**config.mk**
```make
export PLATFORM = sky130hd
export DESIGN_NAME = imem_loader
export DESIGN_NICKNAME = d
export VERILOG_FILES = /design/src/rtl/imem_pkg.sv /design/src/rtl/imem_storage.sv /design/src/rtl/imem_loader.sv
export SDC_FILE = /design/constraint.sdc
export NUM_CORES = 1
export LEC_CHECK = 0
export ABC_AREA = 1
export BUFFER_PORTS_ARGS = -buffer_cell sky130_fd_sc_hd__buf_2
export CORE_MARGIN = 1.5
export CORE_UTILIZATION = 45
export DETAILED_ROUTE_END_ITERATION = 7
export PLACE_DENSITY = 0.59
export SLEW_MARGIN = 15
export SYNTH_ARGS = -nofsm -noshare
export SYNTH_HDL_FRONTEND = slang
export SYNTH_SLANG_ARGS = --single-unit
export TNS_END_PERCENT = 20
```
**constraint.sdc**
```tcl
create_clock -name clk -period 4.34 [get_ports clk]
set_clock_uncertainty 0.1 [all_clocks]
set_input_delay 0.651 -clock clk [delete_from_list [all_inputs] [get_ports clk]]
set_output_delay 0.651 -clock clk [all_outputs]
set_load 0.03 [all_outputs]
```
**src/rtl/imem_pkg.sv**
```systemverilog
// Shared constants and the loader state type for the instruction-memory write-side loader.
package imem_pkg;

  localparam int IMEM_DEPTH  = 32;
  localparam int IMEM_WORD_W = 32;

  // Value the fetch port returns for any word index past the end of the store
  localparam logic [IMEM_WORD_W-1:0] IMEM_OOR_DATA = 32'hFFFFFFFF;

  typedef enum logic [1:0] {
    IDLE,
    LOAD,
    DONE
  } imem_load_state_t;

endpackage

```
**src/rtl/imem_storage.sv**
```systemverilog
// DEPTH x 32 instruction store: one synchronous write port, one combinational
// fetch read port with an out-of-range check, and a synchronous clear on reset.
module imem_storage
  import imem_pkg::*;
#(
  parameter int DEPTH  = IMEM_DEPTH,
  parameter int ADDR_W = $clog2(DEPTH)
) (
  input  logic                   clk,
  input  logic                   reset,
  input  logic                   we,
  input  logic [ADDR_W-1:0]      waddr,
  input  logic [IMEM_WORD_W-1:0] wdata,
  input  logic [63:0]            rd_addr,
  output logic [IMEM_WORD_W-1:0] rd_data
);

  logic [IMEM_WORD_W-1:0] mem [DEPTH];

  always_ff @(posedge clk) begin
    if (reset) begin
      for (int i = 0; i < DEPTH; i++) begin
        mem[i] <= '0;
      end
    end else if (we) begin
      mem[waddr] <= wdata;
    end
  end

  // The full 64-bit index is compared, so any set upper bit reads as out of range
  always_comb begin
    rd_data = IMEM_OOR_DATA;
    if (rd_addr < 64'(DEPTH)) begin
      rd_data = mem[rd_addr[ADDR_W-1:0]];
    end
  end

endmodule

```
**src/rtl/imem_loader.sv**
```systemverilog
// Streams 32-bit instruction words into the instruction store over valid/ready
// and stalls fetch while loading. Define IMEM_LOAD_CHECKSUM_EN to add the load_csum output.
module imem_loader
  import imem_pkg::*;
#(
  parameter int DEPTH  = IMEM_DEPTH,
  parameter int ADDR_W = $clog2(DEPTH)
) (
  input  logic                   clk,
  input  logic                   reset,
  input  logic                   load_start,
  input  logic [ADDR_W-1:0]      load_base,
  input  logic [ADDR_W:0]        load_count,
  input  logic                   wr_valid,
  output logic                   wr_ready,
  input  logic [IMEM_WORD_W-1:0] wr_data,
  output logic                   load_busy,
  output logic                   fetch_stall,
  output logic                   load_done,
  output logic                   load_err,
  input  logic [63:0]            rd_addr,
  output logic [IMEM_WORD_W-1:0] rd_data
`ifdef IMEM_LOAD_CHECKSUM_EN
  ,
  output logic [IMEM_WORD_W-1:0] load_csum
`endif
);

  localparam logic [ADDR_W:0]   DEPTH_CNT = (ADDR_W+1)'(DEPTH);
  localparam logic [ADDR_W+1:0] DEPTH_SUM = (ADDR_W+2)'(DEPTH);

  imem_load_state_t  state;
  imem_load_state_t  state_next;
  logic [ADDR_W-1:0] ptr;
  logic [ADDR_W:0]   remaining;
  logic [ADDR_W+1:0] base_plus_count;
  logic              start_legal;
  logic              start_accept;
  logic              handshake;
  logic              last_word;

  // Two extra bits on the sum keep base+count from wrapping past DEPTH
  assign base_plus_count = {2'b00, load_base} + {1'b0, load_count};
  assign start_legal     = (load_count != '0) && (load_count <= DEPTH_CNT) &&
                           (base_plus_count <= DEPTH_SUM);
  assign start_accept    = (state == IDLE) && load_start;
  assign handshake       = (state == LOAD) && wr_valid;
  assign last_word       = (remaining == (ADDR_W+1)'(1));

  always_ff @(posedge clk) begin
    if (reset) begin
      state <= IDLE;
    end else begin
      state <= state_next;
    end
  end

  always_comb begin
    state_next = state;
    wr_ready   = 1'b0;
    load_busy  = 1'b0;
    load_done  = 1'b0;
    case (state)
      IDLE: begin
        if (start_accept && start_legal) begin
          state_next = LOAD;
        end
      end
      LOAD: begin
        wr_ready  = 1'b1;
        load_busy = 1'b1;
        if (handshake && last_word) begin
          state_next = DONE;
        end
      end
      DONE: begin
        load_done  = 1'b1;
        state_next = IDLE;
      end
      default: state_next = IDLE;
    endcase
  end

  assign fetch_stall = load_busy;

  // ptr holds on the final word so it never steps past the last legal entry
  always_ff @(posedge clk) begin
    if (reset) begin
      ptr       <= '0;
      remaining <= '0;
      load_err  <= 1'b0;
    end else if (start_accept) begin
      if (start_legal) begin
        ptr       <= load_base;
        remaining <= load_count;
        load_err  <= 1'b0;
      end else begin
        load_err  <= 1'b1;
      end
    end else if (handshake) begin
      remaining <= remaining - (ADDR_W+1)'(1);
      if (!last_word) begin
        ptr <= ptr + ADDR_W'(1);
      end
    end
  end

`ifdef IMEM_LOAD_CHECKSUM_EN
  always_ff @(posedge clk) begin
    if (reset) begin
      load_csum <= '0;
    end else if (start_accept && start_legal) begin
      load_csum <= '0;
    end else if (handshake) begin
      load_csum <= load_csum ^ wr_data;
    end
  end
`endif

  imem_storage #(
    .DEPTH  (DEPTH),
    .ADDR_W (ADDR_W)
  ) u_storage (
    .clk     (clk),
    .reset   (reset),
    .we      (handshake),
    .waddr   (ptr),
    .wdata   (wr_data),
    .rd_addr (rd_addr),
    .rd_data (rd_data)
  );

endmodule

```
# [Yosys cells after proc, flatten, opt, wreduce, memory -nomap -nowiden]
# Memory sizes are Yosys's and may differ from the RTL's.
# Index checks and enable logic that the tools add are counted.
[totals] register_bits=14 mem_bits_rw=1024 in_bits=111 output_inout_bits=37 wordCells=53 n_memories=1
[mem_list] memory="u_storage.mem" words=32 width=32 rd=1 rd_ports_with_merged_regs=0 wr=32 line="imem_storage.sv:18" source="logic [IMEM_WORD_W-1:0] mem [DEPTH];"
[classes] n_addsub=3 magnitude_cmp=3 eq_ne=7 mux=22 n_reduce_logical=13
[op_table] cell="< comparator 64 x 6 -> 1 bit, second input constant" n=1
[op_table] cell="two-way mux 32 bit" n=2
[op_table] cell="OR reduction 32 bit" n=1
[op_table] cell="two-way mux 5 bit" n=5
[op_table] cell="two-way mux 6 bit" n=3
[op_table] cell="two-way mux 1 bit" n=9
[op_table] cell="adder 5 x 6 -> 7 bit" n=1
[op_table] cell="<= comparator 7 x 6 -> 1 bit, second input constant" n=1
[op_table] cell="== test 6 x 1 -> 1 bit, second input constant" n=1
[op_table] cell="<= comparator 6 bit, second input constant" n=1
[op_table] cell="logical AND 1 bit" n=6
[op_table] cell="nonzero test 6 bit" n=1
[op_table] cell="subtractor 6 x 1 -> 6 bit, second input constant" n=1
[op_table] cell="adder 5 x 1 -> 5 bit, second input constant" n=1
[op_table] cell="two-way mux 2 bit" n=2
[op_table] cell="!= test 2 x 1 -> 1 bit, second input constant" n=2
[op_table] cell="!= test 2 bit, second input constant" n=2
[op_table] cell="case mux 2 bit (2 select lines)" n=1
[op_table] cell="AND reduction 2 bit" n=2
[op_table] cell="AND reduction 3 bit" n=1
[op_table] cell="== test 2 x 1 -> 1 bit, second input constant" n=1
[op_table] cell="== test 2 bit, second input constant" n=1
[op_table] cell="zero test 2 bit" n=1
[op_table] cell="nonzero test 2 bit" n=1

# [Depth between registers and ports, before layout]
[logic_depth] depth_word=7 depth_mapped=16 ltp_nobuf=16

# [By module]
# From an unflattened synthesis, not the netlist that was laid out.
[unflattened] cells_unflattened=5627 hier_area_um2=50183.1
[modules_own_cells] mod="imem_storage" n_inst=1 cells_per_inst=5442 area_each_um2=49008.3 seq_area_each_um2=30749.5
[modules_own_cells] mod="imem_loader" n_inst=1 cells_per_inst=185 area_each_um2=1174.9 seq_area_each_um2=280.3

# [Worst setup path before layout]
# Ideal clock, no wire load.
[synth_path] path_kind="input to register" startpoint="input wr_valid" endpoint="memory u_storage.mem[4][0], enable pin" setup_ns=0.389 arrival_ns=2.188 required_time_ns=3.851 slack_ns=1.662 path_stages=7 n_path_buf=1 cell_sequence="inv_1 > nor2_1 > nand2_2 > nor2_4 > nand2_1 > buf_2 > nand2_1"
[synth_lines] item="start, declared" line="imem_loader.sv:14" source="input logic wr_valid,"
[synth_lines] item="end, declared" line="imem_storage.sv:18"

# [Worst setup path after layout]
[layout_path] startpoint="input rd_addr[0]" endpoint="output rd_data[5]"
[layout_via] elab_chain_len=2 elab_cells_between_ends=3 cone_classes="order compare: 1; mux: 1; memory: 1"
[layout_rtl] item="start, declared" line="imem_loader.sv:21" source="input logic [63:0] rd_addr,"
[layout_rtl] item="< comparator 64 x 6 -> 1 bit or memory read (32 x 32 bit) (tied branches)"
[layout_rtl] item="two-way mux 32 bit (*)" line="imem_storage.sv:33" source="if (rd_addr < 64'(DEPTH)) begin"
[layout_rtl] item="end, declared" line="imem_loader.sv:22" source="output logic [IMEM_WORD_W-1:0] rd_data"
# Mark *: on every way between the ends. The rest lies on a longest branch, timed or not.

==> run metrics <==
Hold Path Stages 2; Clk network pwr share 0.401; H-tree levels 3; Setup TNS Final 0 ns; Final ANT Viol Nets 0; YS warnings 0; Starting DRT DRC Count 4100; Final Cycle Share 0.8940; I/O Buffers 147; most frequent CP cell nand2_1; Final WS setup roughly 0.46 ns; EDFF count, synth 1024; CP delay by family, top buffers and inverters; nets 4464; clock sinks 1038; #FFs+latches synth 1038; DR pass1 iterations 8; number of global-route vias before repair 32950; post-synthesis sequential area ratio 0.6676; flop2flop setup slack roughly 1.4 ns; final wirelength around 140000 um; Reg power frac 0.520; CTS buffer count roughly 110; Core Area 102000 um2; Worst Max-Slew Pin Slew 1.185 ns; row count ~120; CP max-delay cell buf_4; gpl congestion 0.8311; CP endpoint kind output pin; Hold-fix buffers, CTS 0; Clock Latency Late Sink 0.68 ns; Synth Instances 4364; Ant. Diodes 0; Post-Place Setup Slack 0.6069 ns; Leak 19.19 nW; syn nets 4487; cells taking the most area after synthesis edfxtp_1, nor2_1, o21ai_0; Critical Path Start Type input pin; critical path buffer and inverter count 4; Slew headroom 0.2102; DR WL/cell 24.56 um; CTS clock-pin slew for the worst setup and hold paths approximately 0.060 ns; first-pass GRT wire length about 210000 um; Distinct cells, synth 38; status complete, no violations; DRC violations left 0; max cap viols 0; Hold Crit Class in2reg; top cells by count, synth nor2_1, edfxtp_1, o21ai_0, nand2_1, clkbuf_1; cell depth of the worst setup path 10; Fin. Hold Viols 0; Root Buffer clkbuf_16; area grow syn2layout 10.90%; achievable frequency 257.7 MHz; Vias/cell 5.923; Congestion Overflow GR 0; HPWL after DPL 80990 um; Net Switching 0.005255 W; dominant cell type by area after synthesis edfxtp_1; critical path arrival roughly 3.1 ns; combinational power share 0.079; most common cell in the netlist nor2_1; area of the multi-input gates 13170 um2; chip width 324.4 um; Final min period 3.880 ns; gr usage total 0.2645; via count 34280; register area approximately 31000 um2; initial antenna violation count 0; Max clock buf depth 3; Fill cells 9113; Worst Setup SP rd_addr[0]; post-synth top area share 0.6615; die height between 300 and 400 um; Slew Viols, Final 0; Pwr Density 426.5 nW/um2; internal power 0.01673 W; layout cell share with drive strength beyond 1 0.1084; critical path type in2out; asr flop ratio synth 0; I/O pin total 148; depth of the worst register-to-register path 9; worst endpoint required time 3.59 ns; Peak VDD IR 0.3576 mV; Synth Flop Type edfxtp_1; initial core utilization 0.4556; RSZ-0062 raised after global routing no; PostCTS Resize Cnt 0; die footprint between 100000 and 150000 um2; Avg Cell Area, Syn 10.65 um2; worst setup path endpoint rd_data[5]; crit-path cells buf_8 > inv_16 > buf_4 > o21ai_0 > o221ai_1 > o211ai_1 > nand2_1 > nand2_1 > nand3_1 > buf_2; FF-to-FF End u_storage.mem[23][19]; max incr delay on CP 0.47 ns; CTS tree yes; crit path max fanout 107; Syn Std Cell Area 46480 um2; Switching Fraction 0.2390; largest net degree at the start of global routing 108; total setup buffers inserted after CTS 0; FF-to-FF Start state[1]; Final Setup Violations 0
==> power by group through the flow <==
stage / logic, W / registers [W] / clock network (W)
4_1_cts: 0.00174 / 0.0114 / 0.00890
3_5_place_dp: 0.00174 / 0.0116 / 0
5_1_grt: 0.00189 / 0.0115 / 0.00927
2_1_floorplan: 0.00109 / 0.0116 / 0
6_report: 0.00174 / 0.0114 / 0.00881
3_3_place_gp: 0.00172 / 0.0116 / 0
==> sequential cells by signal, summed over array words and instances, names as in the netlist <==
signal	flops
u_storage.mem	1024
remaining	6
ptr	5
state	2
load_err	1
==> logic make-up (layout without fill, tap and decap cells) <==
group | Yosys count | in the layout | synth area share
and+or+nand+nor | 1950 | 1950 | 0.1624
DFF | 1038 | 1038 | 0.6676
AOI/OAI and AO/OA | 873 | 873 | 0.1153
buffers and inverters | 488 | 544 | 0.05085
adders and majority gates | 12 | 12 | 0.003392
xor gates and xnor gates | 3 | 3 | 0.0005654
==> through the flow <==
stage	utilization	instance area, um2	cells	power (W)	hold slack (ns)
floorplan	-	46480	4364	0.01271	0.3967
global placement	0.4731	48270	5598	0.01336	0.4254
finish	0.5052	51550	5788	0.02199	0.04198
detailed placement	0.4731	48270	5598	0.01338	0.4349
CTS	0.5052	51550	5788	0.02208	0.01123
global route	0.5052	51550	5788	0.02262	0.03523
==> worst reg2reg max path: cells and delay by family (launching register included) <==
kind	cells	cell delay [ns]
AND/OR/NAND/NOR	6	1.31
buffers and inverters	3	0.81
flip-flops	1	0.31
==> worst min path at each step <==
stage                 start      endpoint  slack, ns
2_1_floorplan  remaining[5]  remaining[5]       0.40
3_3_place_gp   remaining[1]  remaining[1]       0.43
3_5_place_dp   remaining[1]  remaining[1]       0.43
4_1_cts               reset      state[0]       0.01
5_1_grt               reset      state[0]       0.04
6_report              reset      state[0]       0.04
==> cell usage in the layout (no fill, tap or decap), types with 76 or more instances in the layout <==
master and instances:
buf_2 143, o21ai_1 88, o21ai_0 440, nand2_1 211
o221ai_1 178, clkbuf_16 113, nand3_1 93, nor2_1 1576
buf_4 122, edfxtp_1 1024, o22ai_1 76
==> area by class of cell <==
| type | count | share of cell area |
|---|---|---|
| Inverter | 65 | 0.005194 |
| Clock inverter | 50 | 0.006747 |
| Timing Repair Buffer | 289 | 0.04063 |
| Tap cell | 1368 | 0.03320 |
| Clock buffer | 140 | 0.05682 |
| Sequential cell | 1038 | 0.6019 |
| Multi-Input combinational cell | 2838 | 0.2555 |
==> metal layers <==
| metal | share of wire | GRT usage | vias up |
|---|---|---|---|
| met1 | 0.42 | 0.3711 | 17200 |
| li1 | - | - | 15290 |
| met4 | 0.026 | 0.07624 | 0 |
| met3 | 0.080 | 0.03823 | 211 |
| met2 | 0.48 | 0.4284 | 1580 |
| met5 | 0 | 0 | - |
Note: power is estimated with default switching activity, not from simulation.
